## src/rtl/irrigation_countdown_timer_pkg.sv

```systemverilog
// Shared types and BCD constants for the irrigation countdown timer and its display driver.
package timer_pkg;

    typedef enum logic [1:0] {
        IDLE    = 2'd0,
        RUNNING = 2'd1,
        PAUSED  = 2'd2,
        DONE    = 2'd3
    } state_t;

    localparam logic [3:0] UNITS_MAX    = 4'd9;
    localparam logic [3:0] SEC_TENS_MAX = 4'd5;

    // Digit field indices within the packed MM:SS word, shared with the display driver.
    localparam int DIG_SEC_UNITS = 0;
    localparam int DIG_SEC_TENS  = 1;
    localparam int DIG_MIN_UNITS = 2;
    localparam int DIG_MIN_TENS  = 3;

    // Per-digit ceiling: both the clamp value for presets and the wrap value on borrow.
    localparam logic [3:0][3:0] DIGIT_WRAP = {UNITS_MAX, UNITS_MAX, SEC_TENS_MAX, UNITS_MAX};

    function automatic logic [3:0][3:0] sanitize_preset(input logic [15:0] preset);
        logic [3:0][3:0] digits;
        digits = preset;
        for (int i = 0; i < 4; i++) begin
            if (digits[i] > DIGIT_WRAP[i]) digits[i] = DIGIT_WRAP[i];
        end
        return digits;
    endfunction

endpackage

```

## src/rtl/irrigation_countdown_timer_if.sv

```systemverilog
// Control inputs and digit/status outputs of the countdown timer, grouped for the controller side.
interface irrigation_countdown_timer_if;

    logic        load;
    logic [15:0] preset;
    logic        start;
    logic        pause;
    logic [3:0]  data_3;
    logic [3:0]  data_2;
    logic [3:0]  data_1;
    logic [3:0]  data_0;
    logic        running;
    logic        done;
    logic        done_pulse;

    modport master (
        output load, preset, start, pause,
        input  data_3, data_2, data_1, data_0, running, done, done_pulse
    );

    modport slave (
        input  load, preset, start, pause,
        output data_3, data_2, data_1, data_0, running, done, done_pulse
    );

endinterface

```

## src/rtl/irrigation_countdown_timer_bcd_digit_down.sv

```systemverilog
// One stage of the BCD decrement chain: takes a borrow, wraps from 0 to the digit's ceiling.
module bcd_digit_down (
    input  logic [3:0] i_digit,
    input  logic [3:0] i_wrap,
    input  logic       i_borrow_in,
    output logic [3:0] o_digit,
    output logic       o_borrow_out
);

    // NOTE: defaults first so every path assigns both outputs and no latch is inferred.
    always_comb begin
        o_digit      = i_digit;
        o_borrow_out = 1'b0;
        if (i_borrow_in) begin
            if (i_digit == 4'd0) begin
                o_digit      = i_wrap;
                o_borrow_out = 1'b1;
            end else begin
                o_digit = i_digit - 4'd1;
            end
        end
    end

endmodule

```

## src/rtl/irrigation_countdown_timer.sv

```systemverilog
// MM:SS BCD countdown with 1 Hz prescaler, pause/resume and done strobe feeding the display mux.
module irrigation_countdown_timer
    import timer_pkg::*;
#(
    parameter int TICK_DIVISOR = 50_000_000,
    parameter int DIV_WIDTH    = 26
) (
    input  logic                         clock,
    input  logic                         reset,
    irrigation_countdown_timer_if.slave  bus
);

    localparam logic [DIV_WIDTH-1:0] TICK_LAST = DIV_WIDTH'(TICK_DIVISOR - 1);

    state_t                r_state;
    logic [3:0][3:0]       r_count;
    logic [DIV_WIDTH-1:0]  r_presc;
    logic                  r_running;
    logic                  r_done;
    logic                  r_done_pulse;

    logic [3:0][3:0]       w_next;
    logic [4:0]            w_borrow;
    logic                  w_tick;

    assign w_borrow[0] = 1'b1;
    assign w_tick      = (r_presc == TICK_LAST);

    for (genvar g = 0; g < 4; g++) begin : g_chain
        bcd_digit_down u_digit (
            .i_digit      (r_count[g]),
            .i_wrap       (DIGIT_WRAP[g]),
            .i_borrow_in  (w_borrow[g]),
            .o_digit      (w_next[g]),
            .o_borrow_out (w_borrow[g+1])
        );
    end

    // NOTE: sequential state uses non-blocking assignments so all registers update together.
    always_ff @(posedge clock) begin
        if (reset) begin
            r_state      <= IDLE;
            r_count      <= '0;
            r_presc      <= '0;
            r_running    <= 1'b0;
            r_done       <= 1'b0;
            r_done_pulse <= 1'b0;
        end else begin
            r_done_pulse <= 1'b0;
            if (bus.load) begin
                r_count   <= sanitize_preset(bus.preset);
                r_state   <= IDLE;
                r_presc   <= '0;
                r_running <= 1'b0;
                r_done    <= 1'b0;
            end else begin
                case (r_state)
                    IDLE: begin
                        if (bus.start && !bus.pause) begin
                            if (r_count != '0) begin
                                r_state   <= RUNNING;
                                r_presc   <= '0;
                                r_running <= 1'b1;
                            end else begin
                                r_state      <= DONE;
                                r_done       <= 1'b1;
                                r_done_pulse <= 1'b1;
                            end
                        end
                    end
                    RUNNING: begin
                        if (bus.pause) begin
                            r_state   <= PAUSED;
                            r_running <= 1'b0;
                        end else if (w_tick) begin
                            r_presc <= '0;
                            // Borrow out of the top digit means the count is already 0000.
                            if (!w_borrow[4]) begin
                                r_count <= w_next;
                                if (w_next == '0) begin
                                    r_state      <= DONE;
                                    r_running    <= 1'b0;
                                    r_done       <= 1'b1;
                                    r_done_pulse <= 1'b1;
                                end
                            end
                        end else begin
                            r_presc <= r_presc + DIV_WIDTH'(1);
                        end
                    end
                    PAUSED: begin
                        if (bus.start && !bus.pause) begin
                            r_state   <= RUNNING;
                            r_running <= 1'b1;
                        end
                    end
                    DONE: begin
                        r_state <= DONE;
                    end
                    default: begin
                        r_state   <= IDLE;
                        r_running <= 1'b0;
                    end
                endcase
            end
        end
    end

    assign bus.data_3     = r_count[DIG_MIN_TENS];
    assign bus.data_2     = r_count[DIG_MIN_UNITS];
    assign bus.data_1     = r_count[DIG_SEC_TENS];
    assign bus.data_0     = r_count[DIG_SEC_UNITS];
    assign bus.running    = r_running;
    assign bus.done       = r_done;
    assign bus.done_pulse = r_done_pulse;

endmodule

```

## src/flat_wrapper.sv

```systemverilog
// flat-port wrapper written by rule: the top's interface ports become plain ports
module irrigation_countdown_timer_flat import timer_pkg::*;
#(
    parameter int TICK_DIVISOR = 50_000_000,
    parameter int DIV_WIDTH    = 26
)
  (clock, reset, bus_load, bus_preset, bus_start, bus_pause, bus_data_3, bus_data_2, bus_data_1, bus_data_0, bus_running, bus_done, bus_done_pulse);
  irrigation_countdown_timer_if bus_i ();
  input  logic clock;
  input  logic reset;
  input wire logic [$bits(bus_i.load)-1:0] bus_load;
  input wire logic [$bits(bus_i.preset)-1:0] bus_preset;
  input wire logic [$bits(bus_i.start)-1:0] bus_start;
  input wire logic [$bits(bus_i.pause)-1:0] bus_pause;
  output wire logic [$bits(bus_i.data_3)-1:0] bus_data_3;
  output wire logic [$bits(bus_i.data_2)-1:0] bus_data_2;
  output wire logic [$bits(bus_i.data_1)-1:0] bus_data_1;
  output wire logic [$bits(bus_i.data_0)-1:0] bus_data_0;
  output wire logic [$bits(bus_i.running)-1:0] bus_running;
  output wire logic [$bits(bus_i.done)-1:0] bus_done;
  output wire logic [$bits(bus_i.done_pulse)-1:0] bus_done_pulse;
  assign bus_i.load = bus_load;
  assign bus_i.preset = bus_preset;
  assign bus_i.start = bus_start;
  assign bus_i.pause = bus_pause;
  assign bus_data_3 = bus_i.data_3;
  assign bus_data_2 = bus_i.data_2;
  assign bus_data_1 = bus_i.data_1;
  assign bus_data_0 = bus_i.data_0;
  assign bus_running = bus_i.running;
  assign bus_done = bus_i.done;
  assign bus_done_pulse = bus_i.done_pulse;
  irrigation_countdown_timer #(.TICK_DIVISOR(TICK_DIVISOR), .DIV_WIDTH(DIV_WIDTH)) u_core (.clock(clock), .reset(reset), .bus(bus_i));
endmodule
```

## config.mk

```make
export PLATFORM = sky130hd
export DESIGN_NAME = irrigation_countdown_timer_flat
export DESIGN_NICKNAME = d
export VERILOG_FILES = /design/src/rtl/irrigation_countdown_timer_pkg.sv /design/src/rtl/irrigation_countdown_timer_if.sv /design/src/rtl/irrigation_countdown_timer_bcd_digit_down.sv /design/src/rtl/irrigation_countdown_timer.sv /design/src/flat_wrapper.sv
export SDC_FILE = /design/constraint.sdc
export NUM_CORES = 1
export LEC_CHECK = 0
export CAP_MARGIN = 5
export CORE_ASPECT_RATIO = 1.2
export CORE_MARGIN = 1
export CORE_UTILIZATION = 40
export DETAILED_ROUTE_END_ITERATION = 16
export SLEW_MARGIN = 30
export SYNTH_ARGS = -nofsm -noshare
export SYNTH_HDL_FRONTEND = slang
export SYNTH_HIERARCHICAL = 1
export SYNTH_SLANG_ARGS = --single-unit
export TNS_END_PERCENT = 20
```

## constraint.sdc

```tcl
create_clock -name clock -period 6.9 [get_ports clock]
set_input_delay 1.38 -clock clock [delete_from_list [all_inputs] [get_ports clock]]
set_output_delay 1.38 -clock clock [all_outputs]
set_load 0.02 [all_outputs]
```

==> results of run 1 <==
==> critical path: stages (launching register included) <==
cell and delay (ps):
dfxtp_1 420, inv_1 90, ha_1 250, nor3b_4 180, and2_2 270, and2_2 260, and2_2 260, and2_2 200
or4_1 490, or3_2 710, mux2i_1 220, a221oi_1 270
==> layout make-up <==
cell class / count / area, um2 / area share
multi-input cells: 324 / 2130 / 0.570
flip-flops and latches: 47 / 941 / 0.251
repair buffers: 39 / 390 / 0.104
well taps: 92 / 115 / 0.0307
clock buffers: 5 / 68.8 / 0.0184
inverters: 14 / 52.6 / 0.0140
clock inverters: 3 / 43.8 / 0.0117
==> layer usage <==
layer	vias up	track usage	part of all wire
met5	-	0	0
met4	0	0.0522	0.016
met3	10	0.0296	0.034
met2	55	0.332	0.47
met1	1424	0.236	0.48
li1	1527	-	-
==> placed cells by master, fill, tap and decap left out, drive strengths merged, types with 8 or more instances in the layout <==
cell,n
dfxtp,47
clkdlybuf4s50,39
a21oi,37
nor2,25
nand2,23
mux2i,23
o21ai,22
conb,17
nor3,16
inv,14
nand3,13
nand2b,13
or3,12
nor4,11
or4,10
a211oi,10
ha,9
o31ai,8
==> worst max path at each step <==
stage | start | endpoint | slack (ps) | depth (start not counted)
floorplan | u_core/bus.data_0[0] | u_core/bus.data_1[2] | 3320 | 16
global placement | u_core/bus.data_0[0] | u_core/bus.data_0[0] | 3150 | 11
detailed placement | u_core/bus.data_0[0] | u_core/bus.data_0[0] | 3100 | 11
CTS | u_core/bus.data_0[0] | u_core/bus.data_0[0] | 3080 | 11
global route | u_core/bus.data_0[0] | u_core/bus.data_0[0] | 2910 | 11
finish | u_core/bus.data_0[0] | u_core/bus.data_0[0] | 3170 | 11
==> cells by family (layout without fill, tap and decap cells) <==
family,count (synthesis),count (layout)
XOR/XNOR,6,6
other,2,17
AO/OA/AOI/OAI,103,103
AND/OR/NAND/NOR,166,166
multiplexers,23,23
flip-flops,47,47
adder cells (fa/ha/maj),9,9
buffers and inverters,35,61
==> registers in the layout, indices dropped and copies added, names as in the netlist <==
signal / flops
u_core/bus.done_pulse: 1
u_core/bus.data_2: 4
u_core/r_presc: 26
u_core/r_state: 2
u_core/bus.data_1: 4
u_core/bus.done: 1
u_core/bus.data_0: 4
u_core/bus.data_3: 4
u_core/bus.running: 1
==> power breakdown <==
group | switching [mW] | internal, mW | total (mW)
Clock | 0.0995 | 0.108 | 0.208
Sequential | 0.0134 | 0.278 | 0.292
Combinational | 0.0641 | 0.0584 | 0.123
Total | 0.177 | 0.445 | 0.622
==> stage by stage <==
step | hold WS (ps) | worst slack, ps | cells
2_1_floorplan | 461 | 3320 | 406
3_3_place_gp | 460 | 3150 | 516
3_5_place_dp | 460 | 3100 | 516
4_1_cts | 485 | 3080 | 524
5_1_grt | 518 | 2910 | 524
6_report | 478 | 3170 | 524
==> flow_summary.ini, run 1 <==
[sta]
min_period_ps = 3730
setup_viol = 0
final_max_slew_viol_count = 0
relSlewSlack = 0.532
hold_violations = 0
max_freq_mhz = 268
worstMarginPinSlew_ps = 699
rsz0062_at_grt = false
fin_crit_sh = 0.541
tns_ps = 0
skew_ps = 11.2

[critical_path]
path_class = flip-flop to flip-flop
r2r-start = u_core/bus.data_0[0]
end_kind = flip-flop
rr_endpoint = u_core/bus.data_0[0]
cp.required_ps = 7100
crit_fanout = 17
worst_setup_path_start_kind = flip-flop
rr_worst_depth = 11
rrSetupSlack_ps = 3170
cp_data_arrival_time_ps = 3930

[synthesis]
ys_seq_area_frac = 0.294
ys_types = 54
yosys-top-cells-area = dfxtp_1, mux2i_1, a21oi_1
synth_compound_area_frac = 0.204
synth-edff-count = 0
syn_area_um2 = 3200
async_flop_share = 0
synth_top_area_cell = dfxtp_1
yosys_register_bits = 47
synth_most_common_cell = dfxtp_1
synthMuxAreaShare = 0.0719
netlist_instances = 391
ys_warn_count = 6
synthAdderAreaFrac = 0.0352
yosys.area_share.simple = 0.316
synth_top_area_frac = 0.294
synth_flop_cell = dfxtp_1
synth_top_family_by_area = simple AND/OR/NAND/NOR gates
synth_xor_xnor_area_share = 0.0164
synth_common_cells = dfxtp_1, a21oi_1, nor2_1
avgSynthCellArea_um2 = 8.19

[route]
wl_per_cell_um = 14.7
drt_pre_antenna_iters = 4
avgViaCountPerCell = 5.76
postRouteAntennaNets = 0
drc = 0
drtIter0Drc = 101
num_vias = 3016
drt_wl_total_um = 7710

[clocking]
postCtsHoldBufs = 0
cts_root_buf = clkbuf_8
cts_htree_levels = 2
clk_latency_ps = 300
postCtsSetupRepairBufs = 0
cts_tree = built
cts-buffers-inserted = 5
clk_path_buf_depth = 2
cts.repair.resized = 0
clock_sinks = 47
cts.clk_slew.worst_paths_ps = 90

[worst_hold_path]
holdCritPathClass = flip-flop to flip-flop
worstHoldEndpoint = u_core/bus.done
min_path_cells = 1
hold_start = u_core/bus.done

[placed_design]
gp_congestion = 0.798
numPortBuffers = 39
place_area_um2 = 3630
hpwl_um = 5630

[cells_and_area]
final_area_um2 = 3740
nFillCells = 783
syn_to_final_growth_pct = 16.9
layout-drive-gt1-share = 0.0648
diodes = 0
layout.nets = 461
fin_util = 0.486

[grt]
grt_pass1_vias = 2901
grt_max_degree = 27
grt_first_pass_wirelength_um = 13200
gr-total-overflow = 0
grt_antenna_before_repair = 0
grt_use_total = 0.188

[power_and_ir_drop]
p_leak_nw = 1.37
power.density_nw_per_um2 = 166
total_power_mw = 0.622
irDropWorstVdd_uv = 89.7

[floorplanning]
start_util = 0.416
core_um2 = 7710
die_w_um = 83.7
ios = 40
die_height_um = 100
dieArea_um2 = 8370
placementRows = 35

[flow_run]
drv_cap = 0

[outcome]
outcome = finished clean
Power figures use the tool's default switching activity.
==> run 2, diff against run 1 <==
- clock period: 6.9 -> 3.6 ns (I/O delays scaled with it)
==> flow_summary.ini, run 2 (same netlist as run 1, synthesis figures left out) <==
[sta]
rsz0062_at_grt = false
relSlewSlack = 0.586
final_max_slew_viol_count = 0
worstMarginPinSlew_ps = 621
hold_violations = 0
skew_ps = 8.21
max_freq_mhz = 299
min_period_ps = 3340
setup_viol = 0
fin_crit_sh = 0.928
tns_ps = 0

[critical_path]
worst_setup_path_start_kind = flip-flop
crit_start = u_core/bus.data_0[1]
end_kind = flip-flop
cp_data_arrival_time_ps = 3530
rr_worst_depth = 12
r2r-start = u_core/bus.data_0[1]
crit_fanout = 17
cp.required_ps = 3790
path_class = flip-flop to flip-flop

[route]
drt_pre_antenna_iters = 4
drt_wl_total_um = 7690
drtIter0Drc = 105
drc = 0
num_vias = 3032
avgViaCountPerCell = 5.71
wl_per_cell_um = 14.5
postRouteAntennaNets = 0

[power_and_ir_drop]
power.density_nw_per_um2 = 315
p_leak_nw = 1.40
irDropWorstVdd_uv = 207

[clocking]
clk_latency_ps = 300
postCtsHoldBufs = 0
cts_tree = built
cts_root_buf = clkbuf_8
clock_sinks = 47
cts_htree_levels = 2
cts-buffers-inserted = 5
cts.clk_slew.worst_paths_ps = 90
clk_path_buf_depth = 2

[grt]
grt_pass1_vias = 2741
grt_use_total = 0.186
gr-total-overflow = 0
grt_first_pass_wirelength_um = 13100
grt_max_degree = 27
grt_antenna_before_repair = 0

[cells_and_area]
final_cell_mix = dfxtp_1, clkdlybuf4s50_1, a21oi_1
diodes = 0
nFillCells = 789
layout-drive-gt1-share = 0.0797
layout_commonest_cell = dfxtp_1
syn_to_final_growth_pct = 18.4
top_register = u_core/r_presc
final_area_um2 = 3790
layout.nets = 468
largest_register_ffs = 26

[floorplanning]
placementRows = 35
dieArea_um2 = 8370
ios = 40
core_um2 = 7710
die_height_um = 100
start_util = 0.416
die_w_um = 83.7

[placed_design]
hpwl_um = 5640
gp_congestion = 0.852
numPortBuffers = 39
place_area_um2 = 3670

[worst_hold_path]
min_path_cells = 1
hold_start = u_core/bus.done
holdCritPathClass = flip-flop to flip-flop

[flow_run]
drv_cap = 0

[outcome]
outcome = finished clean
-- run 2: worst paths after layout --
| path | slack [ps] | to |
|---|---|---|
| setup / recovery | 260 | u_core/bus.data_3[0] |
| hold / removal | 480 | u_core/bus.done |
| setup reg to reg | 260 | u_core/bus.data_3[0] |
| hold reg to reg | 480 | u_core/bus.done |
-- run 2: stage by stage --
| stage | setup WS (ps) | power, mW | hold WS [ps] | utilization | instances |
|---|---|---|---|---|---|
| 3_5_place_dp | 165 | 0.808 | 462 | 0.476 | 522 |
| 6_report | 258 | 1.20 | 476 | 0.492 | 531 |
| 4_1_cts | 142 | 1.21 | 487 | 0.491 | 530 |
| 5_1_grt | 26.3 | 1.26 | 514 | 0.492 | 531 |
| 3_3_place_gp | 307 | 0.807 | 459 | 0.476 | 522 |
| 2_1_floorplan | 24.9 | 0.727 | 461 | - | 406 |
-- run 2: metal layers --
layer  vias to the layer above  global-route usage  share of wire
li1                       1541                   -              -
met1                      1416               0.243           0.47
met2                        63               0.323           0.48
met3                        12              0.0313          0.037
met4                         0              0.0443          0.013
met5                         -                   0              0
-- run 2: critical path, cell delays in order, from the launching register on --
cell and delay [ps]:
dfxtp_1 410, inv_1 80, ha_1 230, nor3b_4 180
and2_4 210, and2_4 180, and2_2 230, and2_2 190
or4_1 510, or3_1 320, buf_4 240, mux2i_1 150
a221oi_1 290
-- run 2: cell type report --
class	count	area, um2	share of cell area
clock buffer	5	68.8	0.0181
timing repair buffer	46	443	0.117
inverter	14	52.6	0.0139
tap	92	115	0.0304
sequential	47	941	0.248
clock inverter	3	43.8	0.0115
multi-input combinational	324	2130	0.561
-- run 2: timing repair --
action / in CTS / in global routing
endpoints found under the hold margin: 0 / 0
gates resized for setup: 0 / 3
buffers inserted: 0 / 1
setup endpoints to repair: 0 / 9
-- run 2: report_power, final --
part	switching (mW)	leakage (nW)	total (mW)	internal (mW)
logic	0.127	0.964	0.245	0.118
clock network	0.185	0.0581	0.393	0.207
registers	0.0245	0.383	0.558	0.533
total	0.337	1.40	1.20	0.859
